[config.mk]
export PLATFORM = sky130hd
export DESIGN_NAME = x_top_rv32i_rf_ctrl
export DESIGN_NICKNAME = d
export VERILOG_FILES = /design/src/rtl/x_top_rv32i_rf_pkg.sv /design/src/rtl/x_top_rv32i_rf_ctrl.sv
export SDC_FILE = /design/constraint.sdc
export NUM_CORES = 1
export LEC_CHECK = 0
export CORE_MARGIN = 4
export CORE_UTILIZATION = 45
export CTS_CLUSTER_SIZE = 28
export DETAILED_ROUTE_END_ITERATION = 10
export GPL_TIMING_DRIVEN = 0
export PLACE_DENSITY = 0.88
export SETUP_SLACK_MARGIN = 0.1
export SLEW_MARGIN = 10
export SYNTH_ARGS = -nofsm -noshare
export SYNTH_HDL_FRONTEND = slang
export SYNTH_SLANG_ARGS = --single-unit
[constraint.sdc]
create_clock -name i_clk -period 2 [get_ports i_clk]
set_input_delay 0.4 -clock i_clk [delete_from_list [all_inputs] [get_ports i_clk]]
set_output_delay 0.4 -clock i_clk [all_outputs]
set_load 0.02 [all_outputs]
[src/rtl/x_top_rv32i_rf_pkg.sv]
// Shared constants and state type for the RV32I register-file port sequencer.
package x_top_rv32i_rf_pkg;

  localparam int unsigned ADDR_W = 5;
  localparam int unsigned HALF_W = 16;
  localparam int unsigned XLEN   = 2 * HALF_W;

  typedef enum logic [2:0] {
    IDLE,
    RS1,
    RS2,
    CAP,
    WR,
    INIT
  } rf_state_t;

endpackage

[src/rtl/x_top_rv32i_rf_ctrl.sv]
// Register-file port sequencer: serialises rs1/rs2 reads and rd writes onto one
// single-port RAM made of two 16-bit banks (lo = bits 15:0, hi = bits 31:16).
// x0 reads as zero and writes to x0 are dropped.
// Optional: define X_TOP_RV32I_RF_ZERO_INIT_EN to zero all 32 entries after reset.
module x_top_rv32i_rf_ctrl #(
  parameter int unsigned ADDR_W = x_top_rv32i_rf_pkg::ADDR_W,
  parameter int unsigned HALF_W = x_top_rv32i_rf_pkg::HALF_W,
  localparam int unsigned XLEN  = 2 * HALF_W
) (
  input  logic              i_clk,
  input  logic              i_rst,
  output logic              o_ready,
  input  logic              i_rd_req,
  input  logic [ADDR_W-1:0] i_rs1,
  input  logic [ADDR_W-1:0] i_rs2,
  input  logic              i_wr_req,
  input  logic [ADDR_W-1:0] i_rd,
  input  logic [XLEN-1:0]   i_wdata,
  output logic              o_rs_valid,
  output logic [XLEN-1:0]   o_rs1_data,
  output logic [XLEN-1:0]   o_rs2_data,
  output logic              o_ram_wnr,
  output logic [ADDR_W-1:0] o_ram_addr,
  output logic [HALF_W-1:0] o_ram_wdata_lo,
  output logic [HALF_W-1:0] o_ram_wdata_hi,
  input  logic [HALF_W-1:0] i_ram_rdata_lo,
  input  logic [HALF_W-1:0] i_ram_rdata_hi
);

  import x_top_rv32i_rf_pkg::*;

  rf_state_t         state_q;
  logic [ADDR_W-1:0] rs1_q;
  logic [ADDR_W-1:0] rs2_q;
  // rs1 word is parked here so both outputs update together with o_rs_valid.
  logic [XLEN-1:0]   rs1_cap_q;
  logic [XLEN-1:0]   ram_word;

`ifdef X_TOP_RV32I_RF_ZERO_INIT_EN
  logic [ADDR_W-1:0] init_cnt_q;
`endif

  assign ram_word = {i_ram_rdata_hi, i_ram_rdata_lo};

  // Requests are only taken in IDLE.
  assign o_ready = (state_q == IDLE);

  // Sequencer FSM with registered RAM-side and result outputs.
  always_ff @(posedge i_clk) begin
    if (i_rst) begin
      o_rs_valid     <= 1'b0;
      o_rs1_data     <= '0;
      o_rs2_data     <= '0;
      rs1_q          <= '0;
      rs2_q          <= '0;
      rs1_cap_q      <= '0;
      o_ram_addr     <= '0;
      o_ram_wdata_lo <= '0;
      o_ram_wdata_hi <= '0;
`ifdef X_TOP_RV32I_RF_ZERO_INIT_EN
      // First INIT cycle must already present the write of entry 0.
      state_q        <= INIT;
      init_cnt_q     <= '0;
      o_ram_wnr      <= 1'b1;
`else
      state_q        <= IDLE;
      o_ram_wnr      <= 1'b0;
`endif
    end else begin
      o_rs_valid <= 1'b0;
      unique case (state_q)
        IDLE: begin
          o_ram_wnr <= 1'b0;
          // Write wins a tie so a held read always sees the new value.
          if (i_wr_req) begin
            if (i_rd != '0) begin
              state_q        <= WR;
              o_ram_wnr      <= 1'b1;
              o_ram_addr     <= i_rd;
              o_ram_wdata_lo <= i_wdata[HALF_W-1:0];
              o_ram_wdata_hi <= i_wdata[XLEN-1:HALF_W];
            end
          end else if (i_rd_req) begin
            state_q    <= RS1;
            rs1_q      <= i_rs1;
            rs2_q      <= i_rs2;
            o_ram_addr <= i_rs1;
          end
        end
        RS1: begin
          state_q    <= RS2;
          o_ram_addr <= rs2_q;
        end
        RS2: begin
          state_q   <= CAP;
          rs1_cap_q <= (rs1_q == '0) ? '0 : ram_word;
        end
        CAP: begin
          state_q    <= IDLE;
          o_rs1_data <= rs1_cap_q;
          o_rs2_data <= (rs2_q == '0) ? '0 : ram_word;
          o_rs_valid <= 1'b1;
        end
        WR: begin
          state_q   <= IDLE;
          o_ram_wnr <= 1'b0;
        end
`ifdef X_TOP_RV32I_RF_ZERO_INIT_EN
        INIT: begin
          o_ram_wdata_lo <= '0;
          o_ram_wdata_hi <= '0;
          if (init_cnt_q == '1) begin
            state_q   <= IDLE;
            o_ram_wnr <= 1'b0;
          end else begin
            init_cnt_q <= init_cnt_q + 1'b1;
            o_ram_addr <= init_cnt_q + 1'b1;
            o_ram_wnr  <= 1'b1;
          end
        end
`endif
        default: begin
          state_q   <= IDLE;
          o_ram_wnr <= 1'b0;
        end
      endcase
    end
  end

endmodule

== Word-level counts from Yosys, hierarchy flattened ==
Index checks and enable logic that the tools add are counted.
Word-level totals
  register bits: 148
  output and inout bits: 104
Cells by class
  reductions and logical operators: 10
  eq/ne operators: 5
  multiplexer cells: 14
  bitwise gates (word level): 1
Operators with widths (count)
  two-way mux 32 bit: 2
  two-way mux 5 bit: 3
  zero test 5 bit: 2
  one-hot mux 5 bit (2 select lines): 1
  two-way mux 3 bit: 3
  one-hot mux 3 bit (3 select lines): 1
  AND reduction 3 bit: 3
  equality test 3 x 2 -> 1 bit (second input constant): 2
  nonzero test 5 bit: 1
  equality test 3 x 1 -> 1 bit (second input constant): 1
  zero test 3 bit: 1
  two-way mux 1 bit: 3
  != test 3 x 1 -> 1 bit (second input constant): 1
  != test 3 x 2 -> 1 bit (second input constant): 1
  OR reduction 3 bit: 1
  one-hot mux 1 bit (2 select lines): 1
  AND reduction 2 bit: 1
  nonzero test 2 bit: 1
  NOT 1 bit: 1

== Depth between registers and ports, before layout ==
Gate-level depths: netlist of run 1.
  word-level depth: 4
  mapped depth: 7
  depth with buffers taken out: 4

== Least setup slack after synthesis of run 1 ==
OpenSTA, ideal clock, no wires.
  path type: in2reg
  from: in i_wr_req
  to: reg o_ram_wdata_hi[2]
  buffers on the path: 2
  data arrival time: 1.703 ns
  stages on the path: 6
  path slack: 0.170 ns
  library setup time: 0.128 ns
  cell sequence: buf_4 > or4b_4 > a21oi_4 > buf_6 > mux2i_1 > nor2_1
Between the ends
  longest elaborated chain between the ends: 1
RTL lines
  from (decl): line x_top_rv32i_rf_ctrl.sv:16  | input logic i_wr_req,
  AND reduction 3 bit (no line)
  to (signal assigned): line x_top_rv32i_rf_ctrl.sv:81  | o_ram_wdata_hi <= i_wdata[XLEN-1:HALF_W];
  to (decl): line x_top_rv32i_rf_ctrl.sv:25  | output logic [HALF_W-1:0] o_ram_wdata_hi,
Every way passes these cells.
A chain may end at the register's enable or synchronous reset.

== Worst setup path after layout of run 1 ==
  from: reg state_q[0]
  to: reg o_ram_wdata_hi[1]
Between the ends
  longest elaborated chain between the ends: 2
RTL lines
  from (decl): line x_top_rv32i_rf_ctrl.sv:32  | rf_state_t state_q;
  from (signal assigned): line x_top_rv32i_rf_ctrl.sv:66  | state_q <= IDLE;
  from (signal assigned): line x_top_rv32i_rf_ctrl.sv:77  | state_q <= WR;
  from (signal assigned): line x_top_rv32i_rf_ctrl.sv:84  | state_q <= RS1;
  zero test 3 bit: line x_top_rv32i_rf_ctrl.sv:71  | unique case (state_q)
  AND reduction 3 bit (no line)
Every way passes these cells.

==> impl_metrics.yaml, run 1 <==
outcome:
  status: "finished, final reports clean"
timing:
  rsz0062_at_grt: "yes"
  final-hold-violation-count: 0
  max_freq_mhz: 535.0
  period_minus_slack_ns: 1.869
  worst_slew_pin_slew_ns: 0.5961
  skew_ns: 0.004931
  setup_viol: 0
  final_max_slew_viol_count: 0
  period_share: 0.9345
  whs_ns: 0.4212
  slew_headroom: 0.6026
logic_synthesis:
  synth_cells: 633
  synth_cell_type_count: 24
  ys_warn_count: 0
  synth-seq-cells: 148
  ys_seq_area_frac: 0.5479
  netlist_area_sq_mm: 0.005408
  syn-num-nets: 716
  avgSynthCellArea_sq_um: 8.543
die:
  start_util: 0.4656
  coreArea_sq_mm: 0.01161
  die_x_microns: 117.6
  io_pins: 187
  die-area_sq_mm: 0.01383
  rows: 39
  die_h_microns: 117.6
power:
  p_sw_mw: 1.737
  power_leakage_nw: 2.916
  p_seq_frac: 0.446
  internal_power_mw: 5.219
  switching_share: 0.2497
  pwr-share-clk: 0.406
  power.total_mw: 6.956
  p_per_area_mw_per_mm2: 861.3
  power_frac_comb: 0.148
  vdd_drop_max_mv: 0.5900
detailed_routing:
  first_pass_iters: 5
  wl_per_cell_microns: 16.50
  drtIter0Drc: 343
  viasPerCell: 5.189
  wirelength_microns: 16430
  vias: 5168
  detail-route-antenna-nets: 0
  drc: 0
final_layout:
  n_antenna_cell: 0
  nNetsFinal: 926
  nFillCells: 927
  drive_above_1_share: 0.07151
  fin_area_sq_mm: 0.008075
  area_delta_synth_final_pct: 49.33
worst_setup_path:
  cp.arrival_ns: 2.16
  slowest_stage: "or4b_4"
  critPathRequiredTime_ns: 2.29
  end_kind: "flop"
  worst-path-max-fanout: 10
  worstSetupPathType: "reg2reg"
  cp_slowest_stage_delay_ns: 0.54
  cpMostUsedCell: "buf_4"
  worstSetupStartpointType: "flop"
  path_cells: "buf_2 > or4b_4 > a21oi_4 > buf_12 > buf_4 > buf_4 > mux2i_1 > nor2_1"
global_routing:
  grt_pass1_wl_microns: 26720
  grt_max_degree: 17
  grt_pass1_vias: 5503
  grt_usage: 0.2383
  antenna_found_initial: 0
  globalRoute.totalOverflow: 0
placed_design:
  dp_hpwl_microns: 11830
  port_buffers: 184
  gp_congestion: 0.8046
  placed_cell_area_sq_mm: 0.007428
cts:
  clockBufferDepth: 2
  cts_num_sinks: 148
  cts.reportedPaths.clkPinSlew_ns: 0.06
  cts_tree: "done"
  clkLatencyLatePin_ns: 0.41
  cts-hold-fix-buffers: 0
  htree_levels: 4
  cts_root_buf: "clkbuf_16"
  cts-buffers-inserted: 17
run:
  maxCapViolations: 0
worst_hold_path:
  hold_class: "in2reg"
## critical path: cells and delay by family (launching register included)
family	cells	cell delay (ns)
compound gates	1	0.15
buf+inv	4	0.52
flops	1	0.29
mux	1	0.18
simple gates	2	0.59
## per-layer routing
metal	global-route usage	up-vias	part of all wire
met1	0.2582	2378	0.40
li1	-	2540	-
met5	0	-	0
met2	0.4046	221	0.48
met4	0.1092	0	0.025
met3	0.09995	29	0.096
## state kept, by name, summed over array words and instances (netlist names)
name / count
o_ram_wdata_hi: 16
o_rs1_data: 32
state_q: 3
o_rs2_data: 32
o_ram_wdata_lo: 16
o_ram_addr: 5
rs1_cap_q: 32
rs1_q: 5
o_rs_valid: 1
o_ram_wnr: 1
rs2_q: 5
## layout by cell type (no fill, tap or decap), drive strengths merged
| cell | count |
|---|---|
| nand3 | 69 |
| buf | 19 |
| o21ai | 10 |
| clkinvlp | 1 |
| xnor2 | 1 |
| mux2i | 47 |
| or4b | 1 |
| nand3b | 1 |
| clkdlybuf4s50 | 183 |
| dfxtp | 148 |
| nand4b | 1 |
| a21oi | 103 |
| or3 | 1 |
| nor2 | 51 |
| and2 | 1 |
| or2 | 1 |
| and4b | 1 |
| nand2 | 137 |
| clkinv | 4 |
| clkbuf | 64 |
| nor3b | 1 |
| nor2b | 1 |
| nor3 | 7 |
## stage by stage
stage	util	cells	setup TNS, ns	setup slack [ns]
6_report	0.6953	996	0	0.1309
5_1_grt	0.6953	996	0	0.05343
4_1_cts	0.6866	992	0	0.04030
3_5_place_dp	0.6396	960	-2.183	-0.1265
3_3_place_gp	0.6396	960	-0.6194	-0.02969
2_1_floorplan	-	633	0	0.1695
## kinds of logic after synthesis
logic type             count (synthesis)  synth area share
multiplexers                          47           0.08700
flip-flops                           148            0.5479
AO/OA/AOI/OAI                        113            0.1067
buffers and inverters                 51           0.04257
XOR/XNOR                               1          0.001620
AND/OR/NAND/NOR                      273            0.2143
## final timing paths
path	startpoint	endpoint	slack, ns	cells after the start
setup / recovery	state_q[0]	o_ram_wdata_hi[1]	0.13	8
hold / removal	i_rst	o_rs1_data[2]	0.42	2
hold reg to reg	rs1_cap_q[2]	o_rs1_data[2]	0.45	2
setup reg to reg	state_q[0]	o_ram_wdata_hi[1]	0.13	8
## power by group through the flow
stage	clock network, mW	logic, mW	registers, mW
global placement	0	0.946	3.16
CTS	2.88	0.975	3.10
finish	2.83	1.03	3.10
global route	2.98	1.11	3.11
detailed placement	0	0.959	3.16
floorplan	0	0.416	3.24
## synthesized netlist by cell type
cell type	count	area, sq um
dfxtp_1	148	2963
nand2_1	137	514.2
a21oi_1	102	510.5
nand3_1	69	345.3
nor2_1	51	191.4
mux2i_1	47	470.5
clkbuf_1	38	142.6
o21ai_0	10	50.05
nor3_1	7	35.03
buf_1	4	15.01
buf_2	4	20.02
buf_6	4	45.04
a21oi_4	1	16.27
and2_1	1	6.260
and4b_1	1	10.01
buf_4	1	7.510
nand3b_1	1	7.510
nand4b_1	1	8.760
nor2b_1	1	6.260
nor3b_1	1	7.510
or2_2	1	6.260
or3_1	1	6.260
or4b_4	1	13.76
xnor2_1	1	8.760
## area by class of cell
type	instances	area, sq um	area share
clock buffers	24	491.7	0.06089
multi-input cells	434	2230	0.2761
plain buffers	51	265.3	0.03285
repair buffers	191	1919	0.2377
well taps	143	178.9	0.02216
clock inverters	5	27.53	0.003409
flip-flops and latches	148	2963	0.3669
## repair_timing
item / CTS / global route
setup endpoints to repair: 54 / 92
setup buffers: 3 / 3
cloned: 0 / 1
resized for setup: 4 / 28
(Power assumes the default switching activity.)
==> run 2: changes to the inputs <==
Settings changed: CORE_UTILIZATION 45 to 47, CTS_BUF_LIST set to sky130_fd_sc_hd__clkbuf_4, PLACE_DENSITY 0.88 to 0.91, SKIP_LAST_GASP set to 1.
==> impl_metrics.yaml, run 2 (synthesis gave the netlist of run 1 again) <==
cts:
  cts_num_sinks: 148
  htree_levels: 4
  clkLatencyLatePin_ns: 0.53
  cts_tree: "done"
  cts.reportedPaths.clkPinSlew_ns: 0.12
  cts-hold-fix-buffers: 0
  cts-buffers-inserted: 17
  clockBufferDepth: 2
  cts_root_buf: "clkbuf_4"
power:
  power_leakage_nw: 3.331
  vdd_drop_max_mv: 0.4818
  p_per_area_mw_per_mm2: 775.0
detailed_routing:
  detail-route-antenna-nets: 0
  drtIter0Drc: 323
  wl_per_cell_microns: 16.08
  drc: 0
  viasPerCell: 5.188
  first_pass_iters: 5
  vias: 5188
  wirelength_microns: 16080
global_routing:
  grt_pass1_vias: 5252
  top_usage_layer: "met2"
  use_met2: 0.4163
  gr-usage-met1: 0.2694
  grt_max_degree: 17
  globalRouteMet3Util: 0.09789
  globalRoute.totalOverflow: 0
  grt_usage: 0.2385
  antenna_found_initial: 0
  grt_pass1_wl_microns: 25180
worst_setup_path:
  critPathRequiredTime_ns: 1.60
  worstSetupPathType: "reg2out"
  path_buf_inv: 2
  cp.arrival_ns: 1.49
  cp.depth: 3
  end_kind: "output port"
  path_delay_family: "buffers and inverters"
  r2r_cells: 7
  worst-path-max-fanout: 7
  path_cells: "buf_6 > nor3_4 > clkdlybuf4s15_2"
  worstSetupStartpointType: "flop"
  slowest_stage: "dfxtp_2"
  cp_slowest_stage_delay_ns: 0.34
timing:
  setup_viol: 0
  final-hold-violation-count: 0
  fin_ws_ns: 0.1094
  max_freq_mhz: 528.9
  whs_ns: 0.2717
  slew_headroom: 0.6185
  rsz0062_at_grt: "yes"
  period_share: 0.9453
  period_minus_slack_ns: 1.891
  fin_tns_setup_ns: 0
  final_max_slew_viol_count: 0
  skew_ns: 0.02379
  worst_slew_pin_slew_ns: 0.5723
outcome:
  status: "finished, final reports clean"
worst_hold_path:
  hold_class: "in2reg"
  min_delay_path_depth: 2
placed_design:
  dp_hpwl_microns: 11620
  pre_cts_slack_ns: -0.09378
  placed_cell_area_sq_mm: 0.007425
  gp_congestion: 0.8525
  port_buffers: 184
die:
  coreArea_sq_mm: 0.01103
  start_util: 0.4902
  rows: 38
  die_x_microns: 115.3
  io_pins: 187
  die-area_sq_mm: 0.01329
  die_h_microns: 115.3
final_layout:
  n_antenna_cell: 0
  area_delta_synth_final_pct: 44.75
  fin_area_sq_mm: 0.007828
  mostFrequentLayoutCell: "dfxtp_1"
  largestRegisters: "o_rs1_data (32), o_rs2_data (32), rs1_cap_q (32)"
  layout_common_cells: "146 x dfxtp_1, 137 x nand2_1, 102 x a21oi_1"
  drive_above_1_share: 0.07791
  nNetsFinal: 930
run:
  maxCapViolations: 0
[run 2: changes by cell type in the layout (fill, tap and decap cells not counted), sizes merged]
cell,change
bufbuf,+1
buf,+3
bufinv,+2
clkinvlp,+2
clkbuf,-8
dlymetal6s2s,+2
inv,+6
dlygate4sd2,+101
clkdlybuf4s50,-103
clkdlybuf4s15,+1
[run 2: cell type report]
cell class              instances  area [sq um]
clock inverters                15         168.9
multi-input cells             434          2248
well taps                     140         175.2
flip-flops and latches        148          2965
clock buffers                  17         127.6
fillers                       889          3203
plain buffers                  50         260.3
repair buffers                196          1882
[run 2: worst paths after layout]
| kind | start | to | slack, ns |
|---|---|---|---|
| hold / removal | i_rst | o_rs1_data[7] | 0.27 |
| setup / recovery | state_q[2] | o_ready | 0.11 |
| setup reg to reg | state_q[0] | o_ram_wdata_hi[15] | 0.11 |
| hold reg to reg | rs1_cap_q[12] | o_rs1_data[12] | 0.45 |
[run 2: power by group]
part / switching (mW) / internal, mW
Combinational: 0.547 / 0.480
Sequential: 0.0513 / 3.05
Clock: 1.17 / 0.772
Total: 1.77 / 4.30
[run 2: worst register-to-register path: stages (launching register included)]
cell	delay [ns]
dfxtp_2	0.34
buf_6	0.13
or4b_4	0.54
a21oi_4	0.19
buf_12	0.17
buf_4	0.14
mux2i_1	0.20
nor2_1	0.06
[run 2: timing repair]
action | CTS | global route
cloned | 1 | 2
pin swaps | 0 | 1
setup buffers | 2 | 7
endpoints found under the setup margin | 161 | 72
gates resized for setup | 110 | 21
[run 2: per-stage QoR]
step           instances  total power, mW    util
5_1_grt             1000            6.315  0.7096
2_1_floorplan        633            3.654       -
6_report            1000            6.066  0.7096
3_3_place_gp         957            4.093  0.6731
3_5_place_dp         957            4.113  0.6731
4_1_cts              991            6.020  0.6956
[run 2: per-layer routing]
metal | vias up | wire [microns] | share of wire
met5 | - | 0 | 0
met4 | 0 | 165 | 0.010
met3 | 13 | 1517 | 0.094
met2 | 201 | 7966 | 0.50
met1 | 2416 | 6427 | 0.40
li1 | 2558 | - | -
==> run 3: changes to the inputs <==
Settings changed: CTS_BUF_LIST sky130_fd_sc_hd__clkbuf_4 to sky130_fd_sc_hd__clkbuf_2 sky130_fd_sc_hd__clkbuf_4 sky130_fd_sc_hd__clkbuf_8, CTS_CLUSTER_DIAMETER set to 30.
==> impl_metrics.yaml, run 3 (synthesis gave the netlist of run 1 again) <==
final_layout:
  mostFrequentLayoutCell: "clkdlybuf4s50_1"
  n_antenna_cell: 0
  drive_above_1_share: 0.06784
  layout_common_cells: "180 x clkdlybuf4s50_1, 147 x dfxtp_1, 137 x nand2_1"
  nFillCells: 831
  nNetsFinal: 925
  area_delta_synth_final_pct: 47.36
  largestRegisters: "o_rs1_data (32), o_rs2_data (32), rs1_cap_q (32)"
power:
  power_frac_comb: 0.158
  p_sw_mw: 1.818
  switching_share: 0.2802
  pwr-share-clk: 0.365
  internal_power_mw: 4.669
  power_leakage_nw: 2.886
  p_per_area_mw_per_mm2: 814.1
  p_seq_frac: 0.477
  power.total_mw: 6.487
  vdd_drop_max_mv: 0.5332
detailed_routing:
  drtIter0Drc: 391
  wirelength_microns: 15930
  first_pass_iters: 5
  detail-route-antenna-nets: 0
  wl_per_cell_microns: 16.01
  viasPerCell: 5.135
  drc: 0
  vias: 5109
timing:
  final_max_slew_viol_count: 0
  period_share: 0.9392
  worst_slew_pin_slew_ns: 0.5732
  whs_ns: 0.3605
  slew_headroom: 0.6178
  setup_viol: 0
  max_freq_mhz: 532.4
  period_minus_slack_ns: 1.878
  skew_ns: 0.01530
  final-hold-violation-count: 0
  rsz0062_at_grt: "yes"
die:
  die-area_sq_mm: 0.01329
  die_x_microns: 115.3
  start_util: 0.4902
  coreArea_sq_mm: 0.01103
  io_pins: 187
  die_h_microns: 115.3
  rows: 38
placed_design:
  port_buffers: 184
  gp_congestion: 0.8525
  dp_hpwl_microns: 11620
run:
  maxCapViolations: 0
worst_setup_path:
  slowest_stage: "clkdlybuf4s15_1"
  worstSetupPathType: "reg2out"
  critPathRequiredTime_ns: 1.60
  cp_slowest_stage_delay_ns: 0.34
  end_kind: "output port"
  worstSetupStartpointType: "flop"
  worst-path-max-fanout: 7
  cp.arrival_ns: 1.48
  path_cells: "buf_6 > nor3_2 > clkdlybuf4s15_1"
global_routing:
  grt_pass1_wl_microns: 25410
  grt_max_degree: 17
  grt_pass1_vias: 5271
  globalRoute.totalOverflow: 0
  grt_usage: 0.2409
  antenna_found_initial: 0
cts:
  cts-hold-fix-buffers: 0
  cts_root_buf: "clkbuf_8"
  clkLatencyLatePin_ns: 0.44
  clockBufferDepth: 2
  cts.reportedPaths.clkPinSlew_ns: 0.08
  cts_tree: "done"
  cts_num_sinks: 148
  htree_levels: 4
  cts-buffers-inserted: 17
outcome:
  status: "finished, final reports clean"
worst_hold_path:
  hold_class: "in2reg"
==> run 3: worst paths after layout <==
kind                                          end  cells past startpoint  slack (ns)           from
worst max-delay path                      o_ready                      3        0.12     state_q[2]
worst min-delay path                o_rs1_data[7]                      2        0.36          i_rst
worst max register to register  o_ram_wdata_hi[5]                      7        0.13     state_q[2]
worst min register to register     o_rs1_data[12]                      2        0.45  rs1_cap_q[12]
==> run 3: power groups by stage <==
stage               registers [mW]  clock network [mW]  logic (mW)
finish                        3.10                2.37        1.03
global route                  3.11                2.53        1.10
CTS                           3.09                2.40        1.01
detailed placement            3.16                   0       0.953
global placement              3.16                   0       0.937
floorplan                     3.24                   0       0.416
==> run 3: cell type report <==
type	count	area, sq um	share of cell area
clock buffers	17	234.0	0.02936
plain buffers	50	257.7	0.03234
repair buffers	191	1934	0.2427
clock inverters	15	168.9	0.02120
multi-input cells	434	2235	0.2804
flip-flops and latches	148	2964	0.3720
well taps	140	175.2	0.02198
==> run 3: metal layers <==
| layer | wire [microns] | vias to the layer above | GRT usage |
|---|---|---|---|
| met5 | 0 | - | 0 |
| met3 | 1567 | 18 | 0.09895 |
| met2 | 7832 | 192 | 0.4205 |
| met4 | 186 | 0 | 0.06103 |
| met1 | 6347 | 2361 | 0.2732 |
| li1 | - | 2538 | - |
==> run 3: what timing repair did <==
action / 4_1_cts / 5_1_grt
resized for setup: 8 / 15
endpoints found under the setup margin: 57 / 34
gates cloned: 1 / 0
pin swaps: 0 / 0
buffers inserted: 3 / 3
==> run 3: critical path: cells and delay by family, from the launching register on <==
family                 cells  cell delay [ns]
buffers and inverters      2             0.46
DFF                        1             0.32
and+or+nand+nor            1             0.26
==> run 3: through the flow <==
stage	instances	setup slack (ns)	instance area [sq um]	util	TNS (ns)
after global placement	957	-0.01780	7425	0.6731	-0.2495
final	995	0.1216	7969	0.7224	0
after CTS	992	0.07840	7913	0.7173	0
after global routing	995	0.04208	7969	0.7224	0
after detailed placement	957	-0.09378	7425	0.6731	-1.003
after floorplan	633	0.1695	5408	-	0
